$ cat src/rtl/ifetch_stage.sv
// ============================================================================
//  Module      : ifetch_stage
//  Description : Instruction fetch front end. Issues sequential PCs on a
//                pipelined instruction-memory port and buffers responses in
//                an in-order queue feeding the F-stage entry. Optional
//                zero-latency response bypass under IFETCH_BYPASS_EN.
//  Revision    : 1.0 - initial release
// ============================================================================
`timescale 1ns/1ps
`default_nettype none

module ifetch_stage #(
    parameter logic [31:0] RESET_PC = 32'h0000_0000,
    parameter int          QDEPTH   = 2,
    parameter logic [31:0] NOP_INSN = 32'h0000_0013,
    parameter int          N_STAGES = 5,
    parameter int          STAGE_F  = 0
) (
    input  logic                clk,
    input  logic                grst,
    input  logic [N_STAGES-1:0] stall,
    input  logic                redirect_valid,
    input  logic [31:0]         redirect_pc,
    output logic                imem_req,
    output logic [31:0]         imem_addr,
    input  logic                imem_gnt,
    input  logic                imem_rvalid,
    input  logic [31:0]         imem_rdata,
    output logic                valid_out,
    output logic [31:0]         pc_out,
    output logic [31:0]         instr_out
);

    localparam int                   c_ptr_w  = (QDEPTH > 1) ? $clog2(QDEPTH) : 1;
    localparam int                   c_cnt_w  = c_ptr_w + 1;
    localparam logic [c_cnt_w:0]     c_qdepth = (c_cnt_w+1)'(QDEPTH);
    localparam logic [c_ptr_w-1:0]   c_ptr_one = c_ptr_w'(1);
    localparam logic [c_cnt_w-1:0]   c_cnt_one = c_cnt_w'(1);

    logic [31:0]          r_fetch_pc;
    logic [c_cnt_w-1:0]   r_outst;
    logic [c_cnt_w-1:0]   r_drop;
    logic [c_cnt_w-1:0]   r_count;
    logic [c_ptr_w-1:0]   r_q_rd;
    logic [c_ptr_w-1:0]   r_q_wr;
    logic [c_ptr_w-1:0]   r_t_rd;
    logic [c_ptr_w-1:0]   r_t_wr;
    logic [31:0]          r_q_pc   [QDEPTH];
    logic [31:0]          r_q_insn [QDEPTH];
    logic [31:0]          r_tag    [QDEPTH];

    logic w_stall_f;
    logic w_credit;
    logic w_grant;
    logic w_rv;
    logic w_take;
    logic w_drop_rsp;
    logic w_bypass;
    logic w_push;
    logic w_pop;
    logic w_unused;

    assign w_stall_f  = stall[STAGE_F];
    assign w_credit   = ({1'b0, r_outst} + {1'b0, r_count}) < c_qdepth;
    assign imem_req   = grst && !redirect_valid && w_credit;
    assign imem_addr  = r_fetch_pc;
    assign w_grant    = imem_req && imem_gnt;
    // Responses with nothing outstanding are protocol errors and are ignored.
    assign w_rv       = imem_rvalid && (r_outst != '0);
    assign w_take     = w_rv && !redirect_valid && (r_drop == '0);
    assign w_drop_rsp = w_rv && !redirect_valid && (r_drop != '0);

`ifdef IFETCH_BYPASS_EN
    assign w_bypass = w_take && (r_count == '0);
`else
    assign w_bypass = 1'b0;
`endif

    assign w_push   = w_take && !(w_bypass && !w_stall_f);
    assign w_pop    = (r_count != '0) && !w_stall_f && !redirect_valid;
    assign w_unused = ^{stall, redirect_pc[1:0]};

    always_comb begin
        valid_out = 1'b0;
        pc_out    = '0;
        instr_out = NOP_INSN;
        if (r_count != '0) begin
            valid_out = 1'b1;
            pc_out    = r_q_pc[r_q_rd];
            instr_out = r_q_insn[r_q_rd];
        end else if (w_bypass) begin
            valid_out = 1'b1;
            pc_out    = r_tag[r_t_rd];
            instr_out = imem_rdata;
        end
    end

    always_ff @(posedge clk) begin
        if (!grst) begin
            r_fetch_pc <= RESET_PC;
            r_outst    <= '0;
            r_drop     <= '0;
            r_count    <= '0;
            r_q_rd     <= '0;
            r_q_wr     <= '0;
            r_t_rd     <= '0;
            r_t_wr     <= '0;
        end else begin
            r_outst <= r_outst + c_cnt_w'(w_grant) - c_cnt_w'(w_rv);
            if (redirect_valid) begin
                // Every still-outstanding request belongs to the killed path;
                // requests already marked for dropping are part of r_outst.
                r_fetch_pc <= {redirect_pc[31:2], 2'b00};
                r_drop     <= r_outst - c_cnt_w'(w_rv);
                r_count    <= '0;
                r_q_rd     <= '0;
                r_q_wr     <= '0;
                r_t_rd     <= '0;
                r_t_wr     <= '0;
            end else begin
                if (w_grant) begin
                    r_fetch_pc <= r_fetch_pc + 32'd4;
                    r_t_wr     <= r_t_wr + c_ptr_one;
                end
                if (w_drop_rsp)
                    r_drop <= r_drop - c_cnt_one;
                if (w_take)
                    r_t_rd <= r_t_rd + c_ptr_one;
                if (w_push)
                    r_q_wr <= r_q_wr + c_ptr_one;
                if (w_pop)
                    r_q_rd <= r_q_rd + c_ptr_one;
                r_count <= r_count + c_cnt_w'(w_push) - c_cnt_w'(w_pop);
            end
        end
    end

    always_ff @(posedge clk) begin
        if (grst && !redirect_valid) begin
            if (w_grant)
                r_tag[r_t_wr] <= r_fetch_pc;
            if (w_push) begin
                r_q_pc[r_q_wr]   <= r_tag[r_t_rd];
                r_q_insn[r_q_wr] <= imem_rdata;
            end
        end
    end

endmodule

`default_nettype wire

$ cat config.mk
export PLATFORM = sky130hd
export DESIGN_NAME = ifetch_stage
export DESIGN_NICKNAME = d
export VERILOG_FILES = /design/src/rtl/ifetch_stage.sv
export SDC_FILE = /design/constraint.sdc
export NUM_CORES = 1
export LEC_CHECK = 0
export ABC_AREA = 1
export BUFFER_PORTS_ARGS = -buffer_cell sky130_fd_sc_hd__clkbuf_2
export CORE_MARGIN = 3
export CORE_UTILIZATION = 30
export CTS_BUF_LIST = sky130_fd_sc_hd__clkbuf_2 sky130_fd_sc_hd__clkbuf_4 sky130_fd_sc_hd__clkbuf_8
export CTS_CLUSTER_SIZE = 40
export DETAILED_ROUTE_END_ITERATION = 12
export PLACE_DENSITY = 0.52
export SETUP_SLACK_MARGIN = 0.2
export SLEW_MARGIN = 20
export SYNTH_ARGS = -nofsm -noshare
export SYNTH_HDL_FRONTEND = slang
export SYNTH_SLANG_ARGS = --single-unit
$ cat constraint.sdc
create_clock -name clk -period 7.9 [get_ports clk]
set_clock_uncertainty 0.1 [all_clocks]
set_input_delay 1.185 -clock clk [delete_from_list [all_inputs] [get_ports clk]]
set_output_delay 1.185 -clock clk [all_outputs]
set_load 0.05 [all_outputs]
==> run summary <==
Status: complete, no violations
Chip Width: 184 um
Post-route DRC violation count: 0
Final Critical Period: 3.94 ns
Cells after synthesis: 870
Seq/Total Area, Yosys: 66.9%
Worst slew pin tran: 0.959 ns
Initial cell density of the core: 30.8%
Via count: 6668
Clk sinks: 226
CTS Buffer Depth: 3
HPWL after DPL: 15.0 mm
Kind of critical path: in2out
Commonest non-fill, non-tap cells in the layout: 248 x nand2_1, 184 x edfxtp_1, 161 x clkbuf_2, 91 x a21oi_1, 66 x inv_1
Largest net degree at the start of global routing: 63
I/O Buffers: 161
CP Capture Type: primary output
Synth warnings: 0
Core Area: 0.0309 mm^2
Die Ht: 184 um
Post-Layout Cell Count: 1472
Setup Buffers After CTS: 0
Area grow syn2layout: 21.0%
Total Wirelength: 23.7 mm
Required @ worst endpoint: 6.61 ns
Clk Latency, worst-skew pair: 0.53 ns
Wire per inst: 16.1 um
Share of layout cells above drive strength 1: 27.3%
Max_cap viols: 0
CTS buffer count: 41
EDFF count, synth: 184
DR pass1 iterations: 6
Ys flop type: edfxtp_1
Fmax: 254 MHz
CP max FO: 26
Post-synth ARST share: 0%
Diode count: 0
Synth unique cells: 34
Gr usage total: 13.8%
LEAKAGE: 4.45 nW
Fill cell count: 3101
RSZ-0062 raised after global routing: false
Final net count: 1129
Tot Pwr: 2.67 mW
# IOs: 172
First-pass GRT wire length: 36.4 mm
Post-DR vias/cell: 4.53
CTS tree: built
Synthesized area: 0.00952 mm^2
Total gr overflow: 0
Antenna violations before repair: 0
Hold slack: 0.374 ns
FF+latch count, synth: 226
Max transition margin: 36.1%
Vias in the first global route: 6595
CP arrival: 2.65 ns
Power Dens Cells: 232 mW/mm^2
H-tree levels: 2
Routability cong.: 0.786
Post-cts hold buffer count: 0
CTS clock-pin slew for the worst setup and hold paths: 0.05 ns
Final number of max-transition violations: 0
Setup violations, final: 0
Row cnt: 64
Final Hold Viols: 0
DRT iter0 DRCs: 342
Antenna Nets Post-Route: 0
Placed instance count: 1400
Final period utilization: 49.8%
Worst hold path class: reg2reg
Root buf cell: clkbuf_8
Post-CTS sizing: 0
Most common cell after layout, fill and taps aside: nand2_1
Setup TNS: 0 ns
Maximum vdd drop: 0.0833 mV
Mean post-synth cell area: 10.9 um^2
Die area: 0.0339 mm^2
Startpoint types: input port
## state kept, by name (all words and copies together) (netlist names), 2 cells and up, named ones only
register   count
r_tag         60
r_q_insn      64
r_count        2
r_drop         2
r_q_pc        60
imem_addr     30
r_outst        2
## worst max-delay path: stages
cell and delay, ns:
clkbuf_2 0.23, inv_2 0.30, nor2_4 0.22, inv_1 0.17
nor3_1 0.22, clkbuf_2 0.32
## logic make-up after synthesis
| family | Yosys count | synth area share [%] |
|---|---|---|
| fa+ha+maj | 8 | 1.13 |
| flops | 226 | 66.9 |
| xor+xnor | 13 | 1.20 |
| buf+inv | 106 | 4.47 |
| compound gates | 129 | 6.94 |
| simple gates | 357 | 15.8 |
| other cells | 1 | 0.0394 |
| mux | 30 | 3.55 |
## power by group
part	leakage (nW)	total (mW)	internal [mW]	switching (mW)
Combinational	2.03	0.264	0.0748	0.189
Sequential	2.02	1.37	1.34	0.0373
Clock	0.407	1.04	0.581	0.456
## through the flow
step	instance area, um^2	worst slack [ns]	utilization (%)
final	11500	3.96	37.3
after floorplan	9530	1.47	-
after detailed placement	10700	3.88	34.8
after global placement	10700	3.89	34.8
after global routing	11500	3.83	37.3
after CTS	11500	3.89	37.3
## per-layer routing
metal	share of wire, %	vias up	GRT usage (%)
met4	2.3	0	4.57
met1	46	3130	18.4
met2	45	195	22.3
met5	0	-	0
li1	-	3306	-
met3	6.7	37	3.30
## synthesized netlist by cell type, types with 4 or more instances
library cell  number  share of area (%)
dfxtp_1           42                8.8
nor2_2             5               0.33
nor2_1            46                1.8
buf_4              6               0.47
o21ai_0           28                1.5
ha_1               7               0.92
a21oi_1           91                4.8
nand2_1          248                9.8
nand3_1           36                1.9
xor2_1            11                1.0
nand2_2            4               0.26
buf_2              4               0.21
inv_1             66                2.6
nor2_4             7               0.83
edfxtp_1         184                 58
clkbuf_1          26                1.0
mux2_2            30                3.6
## layout make-up
cell class                 count  area (um^2)  area share, %
tap                          396          495           4.30
timing repair buffer         168          858           7.45
sequential                   226         6370           55.3
clock inverter                10         51.3          0.446
inverter                      69          259           2.25
clock buffer                  62          722           6.27
multi-input combinational    541         2760           24.0
## path summary, 6_finish.rpt
check / startpoint / end / slack [ns] / depth (start not counted)
max reg2reg: r_count[0]$_SDFF_PP0_ / imem_addr[13]$_SDFFE_PN0P_ / 4.97 / 11
max: grst / imem_req / 3.96 / 6
min: r_q_wr$_SDFFE_PP0P_ / r_q_wr$_SDFFE_PP0P_ / 0.37 / 2
min reg2reg: r_q_wr$_SDFFE_PP0P_ / r_q_wr$_SDFFE_PP0P_ / 0.37 / 2
(Power assumes the default switching activity.)
